### src/rtl/mem_port_arbiter.sv
// Two-requester arbiter for one synchronous single-port RAM with lock bursts and a burst limit.
// Define ARB_ROUND_ROBIN_EN for rotating priority; otherwise requester 0 has fixed priority.
module mem_port_arbiter #(
  parameter int MAX_BURST = 8
) (
  input  logic        clk,
  input  logic        rst,
  input  logic        req0,
  input  logic        we0,
  input  logic        lock0,
  input  logic [9:0]  addr0,
  input  logic [31:0] wdata0,
  output logic        gnt0,
  output logic        valid0,
  output logic [31:0] rdata0,
  input  logic        req1,
  input  logic        we1,
  input  logic        lock1,
  input  logic [9:0]  addr1,
  input  logic [31:0] wdata1,
  output logic        gnt1,
  output logic        valid1,
  output logic [31:0] rdata1,
  output logic        mem_en,
  output logic        mem_we,
  output logic [9:0]  mem_addr,
  output logic [31:0] mem_wdata,
  input  logic [31:0] mem_rdata
);
  localparam int CNT_W = $clog2(MAX_BURST + 1);
  localparam logic [CNT_W-1:0] BURST_MAX = CNT_W'(MAX_BURST);

  typedef enum logic [1:0] {IDLE, OWN0, OWN1} state_t;

  state_t           state, state_nxt;
  logic             prio_ptr, prio_ptr_nxt;
  logic [CNT_W-1:0] burst_cnt, burst_cnt_nxt;
  logic             burst_hit;
  logic             vld0_p1, vld1_p1, rd0_p1, rd1_p1;
  logic [31:0]      rdata0_p1, rdata1_p1;

  function automatic logic [CNT_W-1:0] sat_inc(input logic [CNT_W-1:0] v);
    if (v >= BURST_MAX) return BURST_MAX;
    return v + 1'b1;
  endfunction

  assign burst_hit = (burst_cnt == BURST_MAX);

  always_comb begin
    gnt0          = 1'b0;
    gnt1          = 1'b0;
    state_nxt     = IDLE;
    prio_ptr_nxt  = prio_ptr;
    burst_cnt_nxt = '0;
    // An owner keeps the port unless the burst limit is hit while the other side waits
    if (state == OWN0 && req0) begin
      if (burst_hit && req1) gnt1 = 1'b1;
      else                   gnt0 = 1'b1;
    end else if (state == OWN1 && req1) begin
      if (burst_hit && req0) gnt0 = 1'b1;
      else                   gnt1 = 1'b1;
    end else if (req0 && req1) begin
      gnt0 = ~prio_ptr;
      gnt1 = prio_ptr;
    end else begin
      gnt0 = req0;
      gnt1 = req1;
    end
    if (rst) begin
      gnt0 = 1'b0;
      gnt1 = 1'b0;
    end
    if (gnt0) begin
      state_nxt     = lock0 ? OWN0 : IDLE;
      burst_cnt_nxt = (state == OWN0) ? sat_inc(burst_cnt) : CNT_W'(1);
`ifdef ARB_ROUND_ROBIN_EN
      if (!lock0) prio_ptr_nxt = 1'b1;
`endif
    end else if (gnt1) begin
      state_nxt     = lock1 ? OWN1 : IDLE;
      burst_cnt_nxt = (state == OWN1) ? sat_inc(burst_cnt) : CNT_W'(1);
`ifdef ARB_ROUND_ROBIN_EN
      if (!lock1) prio_ptr_nxt = 1'b0;
`endif
    end
  end

  assign mem_en    = gnt0 | gnt1;
  assign mem_we    = gnt0 ? we0    : (gnt1 ? we1    : 1'b0);
  assign mem_addr  = gnt0 ? addr0  : (gnt1 ? addr1  : 10'd0);
  assign mem_wdata = gnt0 ? wdata0 : (gnt1 ? wdata1 : 32'd0);

  // Stage p1: access completes, RAM read data is on mem_rdata
  always_ff @(posedge clk or posedge rst) begin
    if (rst) begin
      state     <= IDLE;
      prio_ptr  <= 1'b0;
      burst_cnt <= '0;
      vld0_p1   <= 1'b0;
      vld1_p1   <= 1'b0;
      rd0_p1    <= 1'b0;
      rd1_p1    <= 1'b0;
      rdata0_p1 <= 32'd0;
      rdata1_p1 <= 32'd0;
    end else begin
      state     <= state_nxt;
      prio_ptr  <= prio_ptr_nxt;
      burst_cnt <= burst_cnt_nxt;
      vld0_p1   <= gnt0;
      vld1_p1   <= gnt1;
      rd0_p1    <= gnt0 & ~we0;
      rd1_p1    <= gnt1 & ~we1;
      if (vld0_p1 && rd0_p1) rdata0_p1 <= mem_rdata;
      if (vld1_p1 && rd1_p1) rdata1_p1 <= mem_rdata;
    end
  end

  assign valid0 = vld0_p1;
  assign valid1 = vld1_p1;
  assign rdata0 = (vld0_p1 && rd0_p1) ? mem_rdata : rdata0_p1;
  assign rdata1 = (vld1_p1 && rd1_p1) ? mem_rdata : rdata1_p1;

endmodule

### config.mk
export PLATFORM = sky130hd
export DESIGN_NAME = mem_port_arbiter
export DESIGN_NICKNAME = d
export VERILOG_FILES = /design/src/rtl/mem_port_arbiter.sv
export SDC_FILE = /design/constraint.sdc
export NUM_CORES = 1
export LEC_CHECK = 0
export CORE_UTILIZATION = 32
export DETAILED_ROUTE_END_ITERATION = 12
export PLACE_DENSITY_LB_ADDON = 0.08
export SKIP_CTS_REPAIR_TIMING = 1
export SYNTH_ARGS = -nofsm -noshare
export SYNTH_HDL_FRONTEND = slang
export SYNTH_SLANG_ARGS = --single-unit
### constraint.sdc
create_clock -name clk -period 3.2 [get_ports clk]
set_input_delay 0.48 -clock clk [delete_from_list [all_inputs] [get_ports clk]]
set_output_delay 0.48 -clock clk [all_outputs]
set_load 0.005 [all_outputs]
==> results.json, run 1 <==
{
  "die_h_um": 104,
  "num_rows": 36,
  "nNetsFinal": 598,
  "status": "finished clean",
  "worst_clock_skew_ns": 0.0106,
  "data_required_critical_path_ns": 2.72,
  "fin_area_mm2": 0.00606,
  "critical_path.max_stage_delay_ns": 0.54,
  "detail_route.iter0.violations": 98,
  "final-hold-violation-count": 0,
  "mostFrequentLayoutCell": "clkdlybuf4s50_1",
  "design.core.area_mm2": 0.00991,
  "critical_path.slowest_cell": "clkdlybuf4s50_1",
  "layout-drive-gt1-share": 0.195,
  "synth_warn": 0,
  "tritoncts.num_buffers": 9,
  "grt_overflow": 0,
  "synth_fp_nets": 361,
  "ys_dominant_reg_cell": "dfrtp_1",
  "antenna_violating_nets_post_route": 0,
  "finalSetupViolCount": 0,
  "crit-reg2reg-capture": "state[0]",
  "synth_area_mm2": 0.00332,
  "worstRegToRegCells": 7,
  "fp.dieArea_mm2": 0.0108,
  "dpl-instance-area_mm2": 0.00580,
  "setup.reg_to_reg.worst_slack_ns": 1.41,
  "crit_arrival_ns": 2.62,
  "via_per_inst": 4.78,
  "io_buffer_count": 235,
  "cts_tree": "done",
  "clock_sinks": 74,
  "peak_fanout_along_the_critical_path": 46,
  "root_buffer": "clkbuf_8",
  "cts_max_path_buffers": 2,
  "worst-slew-pin-transition_ns": 0.941,
  "largest_net_degree_at_the_start_of_global_routing": 76,
  "cap_violations": 0,
  "chipWidth_um": 104,
  "peakVddDrop_uv": 236,
  "critical_path_class": "flip-flop to output pin",
  "hold_path.class": "flip-flop to flip-flop",
  "hold_path_depth": 1,
  "area_growth_pct": 82.7,
  "route.final.wire_length_um": 11300,
  "grt_antenna_before_repair": 0,
  "dr.pass1.iters": 6,
  "whs_endpoint": "rdata0_p1[7]",
  "io-pin-count": 236,
  "synth_cell_type_count": 31,
  "drc": 0,
  "vias": 2916,
  "cells_along_the_critical_path": "inv_1 > ha_1 > and3b_2 > mux2i_2 > nor3_4 > buf_12 > a22o_1 > clkdlybuf4s50_1",
  "ys_seq_elements": 74,
  "fmaxAchievable_ghz": 0.323,
  "netlist_instances": 235,
  "power.leakage_nw": 2.45,
  "layout.cells.most_common_list": "235 x clkdlybuf4s50_1, 74 x dfrtp_1, 64 x mux2_2",
  "rsz0062_at_grt": "true",
  "critPathCaptureType": "output pin",
  "timing.final.max_slew_violations": 0,
  "hpwl_um": 8300,
  "gr-usage-all-layers": 0.207,
  "p_per_area_mw_per_mm2": 473,
  "first_global_vias": 3201,
  "slew-limit-headroom": 0.372,
  "synth-async-reset-ratio": 1.00,
  "worst_skew_pair.late_latency_ns": 0.34,
  "cts.reportedPaths.clkPinSlew_ns": 0.07,
  "cts_htree_levels": 3,
  "layout_worst_path_cycle_share": 0.968,
  "post-layout-total-power_mw": 2.87,
  "layout_min_cycle_time_ns": 3.10,
  "number_of_enable_flip_flop_cells_after_synthesis": 0,
  "grt_pass1_wl_um": 17000,
  "synth_sequential_area_ratio": 0.558,
  "finalWeightedCongestion": 0.816,
  "worstReg2RegStart": "burst_cnt[0]",
  "hold_path_startpoint": "rdata0_p1[7]",
  "route.detailed.wl_per_inst_um": 18.5,
  "setup.worst_path.start_class": "flip-flop",
  "n_antenna_cell": 0,
  "initial_core_util": 0.335,
  "synth.avg_cell_area_um2": 14.1
}
-- where the power goes --
part           internal, mW  total [mW]  switching [mW]
Combinational         0.647       0.947           0.300
Sequential             1.11        1.15          0.0413
Clock                 0.438       0.769           0.330
-- per-layer routing --
layer / wire length (um) / global-route usage / vias to the layer above
met5: 0 / 0 / -
li1: - / - / 1353
met2: 5820 / 0.364 / 134
met3: 1060 / 0.0812 / 19
met4: 220 / 0.0878 / 0
met1: 4160 / 0.220 / 1410
-- registers in the layout, summed over array words and instances, names as in the netlist --
signal     cells
rdata0_p1     32
rdata1_p1     32
burst_cnt      4
state          2
rd0_p1         1
rd1_p1         1
valid0         1
valid1         1
-- through the flow --
step	instances	setup TNS, ns	setup slack (ns)	hold slack, ns	util
CTS	608	0	0.0495	0.498	0.607
floorplan	235	0	0.227	0.485	-
detailed placement	592	0	0.212	0.482	0.586
global route	610	-0.0165	-0.0140	0.515	0.611
global placement	592	0	0.255	0.478	0.586
finish	610	0	0.104	0.494	0.611
-- logic make-up (layout without fill, tap and decap cells) --
logic type / Yosys count / after routing / share of synthesized area
adders and majority gates: 2 / 2 / 0.00755
muxes: 65 / 65 / 0.222
DFF: 74 / 74 / 0.558
buffers and inverters: 20 / 262 / 0.0377
AOI/OAI and AO/OA: 52 / 52 / 0.131
xor gates and xnor gates: 1 / 1 / 0.00264
and+or+nand+nor: 21 / 21 / 0.0415
-- synth_stat cells, types with 2 or more instances --
master / instances / share of area
dfrtp_1: 74 / 0.56
mux2_2: 64 / 0.22
a22o_1: 42 / 0.11
buf_1: 6 / 0.0068
buf_6: 6 / 0.020
buf_2: 4 / 0.0060
inv_1: 4 / 0.0045
nor2_1: 4 / 0.0045
a21oi_1: 3 / 0.0045
nand3b_1: 3 / 0.0068
and2_1: 2 / 0.0038
ha_1: 2 / 0.0075
nand2_1: 2 / 0.0023
o21ai_0: 2 / 0.0030
-- layout make-up --
class	instances	area (um^2)
Clock buffer	11	131
Clock inverter	5	78.8
Fill cell	815	3850
Inverter	4	18.8
Multi-Input combinational cell	141	1350
Sequential cell	74	1850
Tap cell	133	166
Timing Repair Buffer	242	2460
-- critical path: cells and delay by family, from the launching register on --
family,cells,cell delay [ns]
muxes,1,0.19
and+or+nand+nor,2,0.42
AOI/OAI and AO/OA,1,0.20
adders and majority gates,1,0.21
DFF,1,0.40
buffers and inverters,3,0.84
-- worst max-delay path by stage --
stage                             from           end  slack, ns  cells past startpoint
after detailed placement          req1  mem_wdata[9]       0.21                      7
after global placement            req1  mem_wdata[9]       0.26                      7
after global routing      burst_cnt[0]  mem_wdata[9]      -0.01                      8
after floorplan                    rst   mem_addr[3]       0.23                      5
after CTS                 burst_cnt[0]  mem_wdata[9]       0.05                      8
final                     burst_cnt[0]  mem_wdata[9]       0.10                      8
Power figures use the tool's default switching activity.
==> inputs of run 2 (changes only) <==
--- a/config.mk
+++ b/config.mk
@@ -6,9 +6,11 @@
 export NUM_CORES = 1
 export LEC_CHECK = 0
 export CORE_UTILIZATION = 32
+export CTS_CLUSTER_SIZE = 40
 export DETAILED_ROUTE_END_ITERATION = 12
 export PLACE_DENSITY_LB_ADDON = 0.08
 export SKIP_CTS_REPAIR_TIMING = 1
 export SYNTH_ARGS = -nofsm -noshare
 export SYNTH_HDL_FRONTEND = slang
 export SYNTH_SLANG_ARGS = --single-unit
+export TNS_END_PERCENT = 20
==> results of run 2 <==
Final layout, timing and power as in run 1 (identical DEF).
==> inputs of run 3 (changes only) <==
--- a/config.mk
+++ b/config.mk
@@ -5,10 +5,12 @@
 export SDC_FILE = /design/constraint.sdc
 export NUM_CORES = 1
 export LEC_CHECK = 0
+export ABC_CLOCK_PERIOD_IN_PS = 3200
 export CORE_UTILIZATION = 32
 export CTS_CLUSTER_SIZE = 40
 export DETAILED_ROUTE_END_ITERATION = 12
 export PLACE_DENSITY_LB_ADDON = 0.08
+export REMOVE_ABC_BUFFERS = 1
 export SKIP_CTS_REPAIR_TIMING = 1
 export SYNTH_ARGS = -nofsm -noshare
 export SYNTH_HDL_FRONTEND = slang
==> run 3 against run 2 <==
Worst hold slack improved by 0.0022 ns. First-iteration DRC count increased by 17%. Flip-flop and latch count is the same. Cell area up 0.41%. Utilization up 0.25 points. Critical path depth up 1. Sequential share of layout area decreased by 0.13 points. Combinational power up 1%. Die area unchanged. Register-to-register slack worse by 0.04 ns.
==> results.json, run 3 (synthesis gave the netlist of run 1 again) <==
{
  "status": "finished clean",
  "clock_sinks": 74,
  "data_required_critical_path_ns": 2.72,
  "drc": 0,
  "detail_route.iter0.violations": 115,
  "io_buffer_count": 235,
  "layout.area.seq_mm2": 0.00185,
  "critical_path.slowest_cell": "clkdlybuf4s50_1",
  "grt_overflow": 0,
  "antenna_violating_nets_post_route": 0,
  "root_buffer": "clkbuf_8",
  "route.detailed.wl_per_inst_um": 18.0,
  "critPathTopFamily": "buffers and inverters",
  "layout_min_cycle_time_ns": 3.11,
  "finalSetupViolCount": 0,
  "n_antenna_cell": 0,
  "worst-slew-pin-transition_ns": 0.914,
  "worst_skew_pair.late_latency_ns": 0.34,
  "crit_arrival_ns": 2.63,
  "grt_antenna_before_repair": 0,
  "route.final.wire_length_um": 11100,
  "critPathCaptureType": "output pin",
  "critical_path_class": "flip-flop to output pin",
  "via_per_inst": 4.88,
  "top_regs": "rdata0_p1: 32 flops, rdata1_p1: 32 flops, burst_cnt: 4 flops",
  "global_route.peak_usage_layer": "met2",
  "chipWidth_um": 104,
  "grt_pass1_wl_um": 16700,
  "io-pin-count": 236,
  "cells_along_the_critical_path": "inv_1 > ha_1 > and3b_2 > mux2i_2 > nor3_4 > buf_12 > clkbuf_16 > a22o_2 > clkdlybuf4s50_1",
  "layout.cells.most_common_list": "235 x clkdlybuf4s50_1, 74 x dfrtp_1, 64 x mux2_2",
  "cts.reportedPaths.clkPinSlew_ns": 0.08,
  "worstReg2RegStart": "burst_cnt[0]",
  "peakVddDrop_uv": 212,
  "setup-tns-final_ns": 0,
  "finalWorstSetupSlack_ns": 0.0882,
  "layout_worst_path_cycle_share": 0.972,
  "final-hold-violation-count": 0,
  "largest_net_degree_at_the_start_of_global_routing": 76,
  "power.leakage_nw": 2.47,
  "multi_input_area_mm2": 0.00134,
  "grt_util_met1": 0.224,
  "rsz0062_at_grt": "true",
  "setup.worst_path.start_class": "flip-flop",
  "p_per_area_mw_per_mm2": 461,
  "dr.pass1.iters": 4,
  "fp.dieArea_mm2": 0.0108,
  "hold_path.class": "flip-flop to flip-flop",
  "cts_max_path_buffers": 2,
  "initial_core_util": 0.335,
  "timing.final.max_slew_violations": 0,
  "design.core.area_mm2": 0.00991,
  "nNetsFinal": 603,
  "cap_violations": 0,
  "num_rows": 36,
  "layout-drive-gt1-share": 0.198,
  "worst_clock_skew_ns": 0.00598,
  "slew-limit-headroom": 0.390,
  "fmaxAchievable_ghz": 0.321,
  "die_h_um": 104,
  "area_growth_pct": 83.5,
  "pre_cts_slack_ns": 0.255,
  "finalWeightedCongestion": 0.801,
  "globalRouteMet2Util": 0.365,
  "mostFrequentLayoutCell": "clkdlybuf4s50_1",
  "crit_path_start": "burst_cnt[0]",
  "peak_fanout_along_the_critical_path": 12,
  "hold_path_startpoint": "rdata1_p1[1]",
  "first_global_vias": 3212,
  "cts_tree": "done",
  "use_met3": 0.0529,
  "vias": 2994,
  "critical_path.max_stage_delay_ns": 0.45,
  "layout.filler_cells": 838,
  "gr-usage-all-layers": 0.202,
  "hpwl_um": 8230,
  "tritoncts.num_buffers": 9,
  "cts_htree_levels": 3,
  "timing.critical_path.buf_inv": 4
}
## run 3: cell count changes in the layout (fill, tap and decap cells not counted), sizes merged
cell    previous run  this run
buf                6        10
bufinv             2         1
clkbuf            12        15
clkinv             3         1
## run 3: per-layer routing
layer  part of all wire  vias to the layer above
met5                  0                        -
met4              0.022                        0
met3              0.061                       17
met2               0.53                      141
met1               0.39                     1467
li1                   -                     1369
## run 3: final cells by class
type | count | area share
inverters | 4 | 0.00267
clock inverters | 2 | 0.00617
multi-input cells | 141 | 0.220
flip-flops and latches | 74 | 0.304
clock buffers | 13 | 0.0245
repair buffers | 247 | 0.414
well taps | 133 | 0.0274
## run 3: power by group
part           total (mW)  leakage (nW)  switching, mW  internal (mW)
clock               0.698        0.0897          0.320          0.379
sequential           1.15         0.881         0.0404           1.11
combinational       0.959          1.50          0.304          0.655
## run 3: through the flow
step | std cells | instance area [um^2] | utilization | total power, mW | hold WS [ns]
finish | 614 | 6080 | 0.614 | 2.81 | 0.496
global placement | 594 | 5790 | 0.584 | 2.09 | 0.478
detailed placement | 594 | 5790 | 0.584 | 2.12 | 0.482
CTS | 609 | 5980 | 0.603 | 2.83 | 0.497
floorplan | 219 | 3210 | - | 1.46 | 0.485
global route | 614 | 6080 | 0.614 | 2.96 | 0.512
## run 3: path summary, 6_finish.rpt
kind,to,slack (ns),cells after the start
worst max-delay path,mem_wdata[25],0.09,9
worst min-delay path,rdata1_p1[1],0.50,1
worst max register to register,state[0],1.37,8
worst min register to register,rdata1_p1[1],0.50,1
max in group asynchronous,rdata0_p1[7],1.66,3
min in group asynchronous,burst_cnt[0],0.95,3
